<file path="src/rtl/mfp_7seg_scan_pkg.sv">
// Shared constants for the 7-segment scanner: default geometry, segment codes
// and a width helper that never returns zero.
package mfp_7seg_scan_pkg;

  localparam int DEF_N_DIGITS  = 8;
  localparam int DEF_TICK_DIV  = 12500;
  localparam int DEF_BLANK_CYC = 64;

  // Active-low cathode pattern with every segment off.
  localparam logic [6:0] SEG_BLANK = 7'h7F;

  // Bit width needed to hold 0..n-1, with a floor of one bit.
  function automatic int width_min1(input int n);
    return (n > 1) ? $clog2(n) : 1;
  endfunction

endpackage

</file>
<file path="src/rtl/mfp_7seg_hexdec.sv">
// Combinational hex nibble to active-low 7-segment decoder, bit order {CA..CG}.
module mfp_7seg_hexdec
  import mfp_7seg_scan_pkg::*;
(
  input  logic [3:0] hex,
  output logic [6:0] seg_n
);

  // Map each nibble to its cathode pattern (0 = segment lit).
  always_comb begin
    // NOTE: assigning a default before the case keeps this purely combinational (no latch).
    seg_n = SEG_BLANK;
    case (hex)
      4'h0: seg_n = 7'b0000001;
      4'h1: seg_n = 7'b1001111;
      4'h2: seg_n = 7'b0010010;
      4'h3: seg_n = 7'b0000110;
      4'h4: seg_n = 7'b1001100;
      4'h5: seg_n = 7'b0100100;
      4'h6: seg_n = 7'b0100000;
      4'h7: seg_n = 7'b0001111;
      4'h8: seg_n = 7'b0000000;
      4'h9: seg_n = 7'b0000100;
      4'hA: seg_n = 7'b0001000;
      4'hB: seg_n = 7'b1100000;
      4'hC: seg_n = 7'b0110001;
      4'hD: seg_n = 7'b1000010;
      4'hE: seg_n = 7'b0110000;
      4'hF: seg_n = 7'b0111000;
      default: seg_n = SEG_BLANK;
    endcase
  end

endmodule

</file>
<file path="src/rtl/mfp_7seg_scan.sv">
// Time-multiplexed scanner for N common-anode 7-segment digits.
// New display content is staged in pending registers and only committed at the
// last cycle of a frame, so a frame is never drawn with mixed old/new data.
// Optional build macro MFP_7SEG_DIM_EN adds a 4-bit brightness input and PWM dimming.
module mfp_7seg_scan
  import mfp_7seg_scan_pkg::*;
#(
  parameter int N_DIGITS  = DEF_N_DIGITS,
  parameter int TICK_DIV  = DEF_TICK_DIV,
  parameter int BLANK_CYC = DEF_BLANK_CYC
)(
  input  logic                  SI_ClkIn,
  input  logic                  SI_Reset,
  input  logic                  load,
  input  logic [4*N_DIGITS-1:0] digits_in,
  input  logic [N_DIGITS-1:0]   en_in,
  input  logic [N_DIGITS-1:0]   dp_in,
`ifdef MFP_7SEG_DIM_EN
  input  logic [3:0]            brightness,
`endif
  output logic [N_DIGITS-1:0]   IO_7SEGEN_N,
  output logic [6:0]            IO_7SEG_N,
  output logic                  IO_7SEG_DP_N,
  output logic                  frame_start
);

  localparam int CNT_W = width_min1(TICK_DIV);
  localparam int IDX_W = width_min1(N_DIGITS);
  localparam logic [CNT_W-1:0] CNT_LAST  = CNT_W'(TICK_DIV - 1);
  localparam logic [CNT_W-1:0] BLANK_END = CNT_W'(BLANK_CYC);
  localparam logic [IDX_W-1:0] IDX_LAST  = IDX_W'(N_DIGITS - 1);

  logic [CNT_W-1:0]        cnt_q, cnt_d;
  logic [IDX_W-1:0]        idx_q, idx_d;
  logic [4*N_DIGITS-1:0]   pend_digits_q, pend_digits_d, act_digits_q, act_digits_d;
  logic [N_DIGITS-1:0]     pend_en_q, pend_en_d, act_en_q, act_en_d;
  logic [N_DIGITS-1:0]     pend_dp_q, pend_dp_d, act_dp_q, act_dp_d;
  logic                    pend_valid_q, pend_valid_d;
  logic [N_DIGITS-1:0]     an_q, an_d;
  logic [6:0]              seg_q, seg_d;
  logic                    dp_q, dp_d;
  logic                    fs_q, fs_d;
  logic                    slot_wrap, frame_end, lit, pwm_ok;
  logic [3:0]              cur_hex;
  logic [6:0]              cur_seg;

`ifdef MFP_7SEG_DIM_EN
  logic [3:0] pend_bright_q, pend_bright_d, act_bright_q, act_bright_d;
  logic [3:0] pwm_q, pwm_d;

  // Free-running PWM phase; digit may light only while phase < brightness+1.
  always_comb begin
    pwm_d  = pwm_q + 4'd1;
    pwm_ok = ({1'b0, pwm_q} < ({1'b0, act_bright_q} + 5'd1));
  end
`else
  // Without dimming the digit is lit for the whole unblanked window.
  always_comb begin
    pwm_ok = 1'b1;
  end
`endif

  // Slot counter and digit index; a frame ends on the last cycle of the last slot.
  always_comb begin
    slot_wrap = (cnt_q == CNT_LAST);
    frame_end = slot_wrap && (idx_q == IDX_LAST);
    cnt_d     = slot_wrap ? '0 : cnt_q + 1'b1;
    idx_d     = idx_q;
    if (slot_wrap) idx_d = (idx_q == IDX_LAST) ? '0 : idx_q + 1'b1;
  end

  // Stage loads into pending; commit to active only at the frame boundary.
  always_comb begin
    pend_digits_d = pend_digits_q;
    pend_en_d     = pend_en_q;
    pend_dp_d     = pend_dp_q;
    pend_valid_d  = pend_valid_q;
    act_digits_d  = act_digits_q;
    act_en_d      = act_en_q;
    act_dp_d      = act_dp_q;
`ifdef MFP_7SEG_DIM_EN
    pend_bright_d = pend_bright_q;
    act_bright_d  = act_bright_q;
`endif
    if (load) begin
      pend_digits_d = digits_in;
      pend_en_d     = en_in;
      pend_dp_d     = dp_in;
      pend_valid_d  = 1'b1;
`ifdef MFP_7SEG_DIM_EN
      pend_bright_d = brightness;
`endif
    end
    if (frame_end) begin
      // A load on the boundary cycle itself goes straight to active.
      if (load) begin
        act_digits_d = digits_in;
        act_en_d     = en_in;
        act_dp_d     = dp_in;
        pend_valid_d = 1'b0;
`ifdef MFP_7SEG_DIM_EN
        act_bright_d = brightness;
`endif
      end else if (pend_valid_q) begin
        act_digits_d = pend_digits_q;
        act_en_d     = pend_en_q;
        act_dp_d     = pend_dp_q;
        pend_valid_d = 1'b0;
`ifdef MFP_7SEG_DIM_EN
        act_bright_d = pend_bright_q;
`endif
      end
    end
  end

  mfp_7seg_hexdec u_hexdec (
    .hex   (cur_hex),
    .seg_n (cur_seg)
  );

  // Next pin state from the current slot; cathodes and DP blank whenever the anode is off.
  always_comb begin
    cur_hex     = act_digits_q[4*idx_q +: 4];
    lit         = act_en_q[idx_q] && (cnt_q >= BLANK_END) && pwm_ok;
    an_d        = '1;
    an_d[idx_q] = ~lit;
    seg_d       = lit ? cur_seg : SEG_BLANK;
    dp_d        = lit ? ~act_dp_q[idx_q] : 1'b1;
    fs_d        = (cnt_q == '0) && (idx_q == '0);
  end

  // State and output registers with synchronous reset; reset aborts the scan at once.
  always_ff @(posedge SI_ClkIn) begin
    // NOTE: sequential state uses non-blocking assignments so every flop samples pre-edge values.
    if (SI_Reset) begin
      cnt_q         <= '0;
      idx_q         <= '0;
      pend_digits_q <= '0;
      pend_en_q     <= '0;
      pend_dp_q     <= '0;
      pend_valid_q  <= 1'b0;
      act_digits_q  <= '0;
      act_en_q      <= '0;
      act_dp_q      <= '0;
      an_q          <= '1;
      seg_q         <= SEG_BLANK;
      dp_q          <= 1'b1;
      fs_q          <= 1'b0;
`ifdef MFP_7SEG_DIM_EN
      pend_bright_q <= '0;
      act_bright_q  <= '0;
      pwm_q         <= '0;
`endif
    end else begin
      cnt_q         <= cnt_d;
      idx_q         <= idx_d;
      pend_digits_q <= pend_digits_d;
      pend_en_q     <= pend_en_d;
      pend_dp_q     <= pend_dp_d;
      pend_valid_q  <= pend_valid_d;
      act_digits_q  <= act_digits_d;
      act_en_q      <= act_en_d;
      act_dp_q      <= act_dp_d;
      an_q          <= an_d;
      seg_q         <= seg_d;
      dp_q          <= dp_d;
      fs_q          <= fs_d;
`ifdef MFP_7SEG_DIM_EN
      pend_bright_q <= pend_bright_d;
      act_bright_q  <= act_bright_d;
      pwm_q         <= pwm_d;
`endif
    end
  end

  assign IO_7SEGEN_N  = an_q;
  assign IO_7SEG_N    = seg_q;
  assign IO_7SEG_DP_N = dp_q;
  assign frame_start  = fs_q;

endmodule

</file>
<file path="config.mk">
export PLATFORM = sky130hd
export DESIGN_NAME = mfp_7seg_scan
export DESIGN_NICKNAME = d
export VERILOG_FILES = /design/src/rtl/mfp_7seg_scan_pkg.sv /design/src/rtl/mfp_7seg_hexdec.sv /design/src/rtl/mfp_7seg_scan.sv
export SDC_FILE = /design/constraint.sdc
export NUM_CORES = 1
export LEC_CHECK = 0
export BUFFER_PORTS_ARGS = -buffer_cell sky130_fd_sc_hd__clkbuf_2
export CAP_MARGIN = 20
export CORE_MARGIN = 1.5
export CORE_UTILIZATION = 50
export CTS_CLUSTER_SIZE = 8
export DETAILED_ROUTE_END_ITERATION = 6
export GPL_TIMING_DRIVEN = 0
export PLACE_DENSITY = 0.7
export SETUP_SLACK_MARGIN = 0.02
export SLEW_MARGIN = 20
export SYNTH_ARGS = -nofsm -noshare
export SYNTH_HDL_FRONTEND = slang
export SYNTH_HIERARCHICAL = 1
export SYNTH_SLANG_ARGS = --single-unit
</file>
<file path="constraint.sdc">
create_clock -name SI_ClkIn -period 6.1 [get_ports SI_ClkIn]
set_clock_uncertainty 0.2 [all_clocks]
set_input_delay 0.61 -clock SI_ClkIn [delete_from_list [all_inputs] [get_ports SI_ClkIn]]
set_output_delay 0.61 -clock SI_ClkIn [all_outputs]
set_load 0.03 [all_outputs]
</file>
==> metrics.cfg <==
[pwr]
p_seq_share_pct = 44.3
vdd_drop_max_mv = 0.197
finalPower_mw = 2.00
p_int_mw = 1.57
leakage_nw = 2.86
p_sw_uw = 429
p_comb_share_pct = 4.3
p_sw_share_pct = 21.5
p_clk_share_pct = 51.4
power.density_mw_per_mm2 = 299

[drt]
firstDrtPassIters = 5
routed_wl_microns = 11600
detail-route-antenna-nets = 0
viasPerCell = 5.21
wire_per_inst_microns = 14.8
routed-via-count = 4101
drt-initial-drc-count = 175
drc = 0

[logic_synthesis]
synth_fa_ha_area_share_pct = 2.69
synthXorXnorAreaFrac_pct = 1.88
synth.area.top_cells = dfxtp_1 (47%), mux2i_1 (11%), mux2_2 (6.3%), nor2b_1 (5.4%), nor2_1 (5.0%)
synth_top_family_by_area = multiplexers
synth_most_common_cell = dfxtp_1
syn_area_sq_mm = 0.00558
synth.area.mux_share_pct = 21.2
async_flop_share_pct = 0
postSynthAreaPerCell_sq_um = 10.1
yosysSeqAreaShare_pct = 47.0
synthSimpleGateAreaFrac_pct = 18.3
synthTopCellsByCount = dfxtp_1 (131), nor2_1 (75), mux2i_1 (61)
yosysTopAreaCell = dfxtp_1
syn-instance-count = 550
synthFlopType = dfxtp_1
synth_compound_area_share_pct = 4.87
synth_fp_nets = 613
yosysWarnings = 6
synth_top_area_share_pct = 47.0
ys_seq_elements = 131
synth_cell_types = 48
synth_edf_count = 0

[placement]
gp_congestion = 0.876
dp_slack_ns = 2.74
post_dp_cell_area_sq_mm = 0.00608
dp.final_hpwl_microns = 8390
portBuffers = 65

[floorplanning]
die_h_microns = 109
rows = 38
core_area_sq_mm = 0.0108
die_area_sq_mm = 0.0118
io_pins = 68
die_x_microns = 109
floorplan.initialDensity_pct = 51.5

[global_route]
grt_overflow_total = 0
antenna_found_initial = 0
grt_util_all_layers_pct = 21.4
grt_max_degree = 17
grt_pass1_wl_microns = 19200
first_global_vias = 4023

[run]
maxCapViolations = 0

[clock_network]
tritoncts = built
clk_pin_slew_ns = 0.06
cts.sinks = 131
post_cts_resized = 0
numCtsBuffers = 17
clk_latency_ns = 0.53
clockBufferDepth = 2
cts_root_buffer = clkbuf_8
htree_num_levels = 4
cts_setup_buffers = 0
hold_buffers = 0

[worst_setup_path]
crit_fanout = 10
cp-start-kind = register
critPathKind = register to register
crit_start = idx_q[0]
reg2reg_from = idx_q[0]
endpoint_kind = register
reg2regPathDepth = 11
reg2reg_slack_ns = 2.65
arrival_ns = 3.66
crit_path_end = IO_7SEG_N[3]
worstPathRequired_ns = 6.31
rr_endpoint = IO_7SEG_N[3]

[final_layout]
num_antenna_cells = 0
syn2layout_area_growth_pct = 19.9
final_layout_size_suffix_gt1_share_pct = 23.8
layout.nets = 697
fillers = 918
final_area_sq_mm = 0.00669

[worst_hold_path]
worstHoldPathType = primary input to register

[sta]
slew_violations = 0
period_needed_ns = 3.45
finalHoldViolations = 0
fin_tns_setup_ns = 0
setup_ws_ns = 2.65
rsz0062_at_grt = false
min_period_over_period_pct = 56.6
slew_headroom_pct = 49.9
tightest_slew_ns = 0.743
hold_slack_ns = 0.164
max_freq_ghz = 0.290
setup_viol = 0

[run_status]
status = completed

## layer usage
metal  vias to the layer above  part of all wire (%)  track usage [%]
met4                         0                   1.3             10.2
met2                        97                    46             33.8
met5                         -                     0                0
li1                       2056                     -                -
met1                      1936                    47             27.2
met3                        12                   5.4             5.80
## state kept, by name, summed over array words and instances (netlist names), 3 cells and up
register,count
IO_7SEGEN_N,8
IO_7SEG_N,7
act_digits_q,32
act_dp_q,8
act_en_q,8
cnt_q,14
idx_q,3
pend_digits_q,32
pend_dp_q,8
pend_en_q,8
## cell families after synthesis
group / after synthesis
muxes: 112
buffers and inverters: 49
and+or+nand+nor: 195
DFF: 131
AOI/OAI and AO/OA: 39
xor gates and xnor gates: 12
adders and majority gates: 12
## metrics by stage
stage,cells,utilization [%]
detailed placement,755,56.1
CTS,787,61.7
global route,787,61.7
finish,787,61.7
global placement,755,56.1
floorplan,550,-
## layout by cell type, fill, tap and decap left out, types with 5 or more instances in the layout
cell type and instances:
nor2_1 75, mux2_1 20, a21oi_1 5, dfxtp_1 131, mux2_2 31, ha_1 12
nand3_1 11, xnor2_1 5, nor2b_1 48, or2_2 9, o21ai_0 8, mux2i_1 61
clkbuf_2 65, nand4_1 10, inv_1 12, xor2_1 7, clkbuf_1 27, clkbuf_16 16
nand2_1 17
## worst min-delay path by stage
stage,startpoint,to,cells after the start
after floorplan,act_en_q[0],IO_7SEGEN_N[0],1
final,digits_in[18],pend_digits_q[18],3
after CTS,digits_in[18],pend_digits_q[18],3
after global routing,digits_in[18],pend_digits_q[18],3
after detailed placement,act_en_q[0],IO_7SEGEN_N[0],1
after global placement,act_en_q[0],IO_7SEGEN_N[0],1
## layout make-up
class,instances,area [sq um],area share [%]
multi-input cells,370,2730,40.8
flip-flops and latches,131,2620,39.2
well taps,140,175,2.62
clock inverters,12,154,2.30
inverters,12,45.0,0.673
clock buffers,20,455,6.81
plain buffers,37,181,2.71
repair buffers,65,325,4.86
## power by group through the flow
stage               logic (mW)  clock network, mW  registers (mW)
floorplan               0.0533                  0           0.902
global placement        0.0839                  0           0.902
detailed placement      0.0865                  0           0.903
CTS                     0.0873               1.05           0.884
global route            0.0962               1.09           0.886
finish                  0.0857               1.03           0.884
## worst max-delay path, cell delays in order (launching register included)
cell,delay (ns)
dfxtp_1,0.33
clkbuf_1,0.30
clkbuf_1,0.52
mux2i_1,0.30
o2bb2ai_1,0.10
a22oi_1,0.18
o21ai_0,0.31
ha_1,0.32
or2_2,0.30
a21oi_1,0.15
a31oi_1,0.05
or2_2,0.29
No activity file was read; power rests on OpenSTA's default activity.
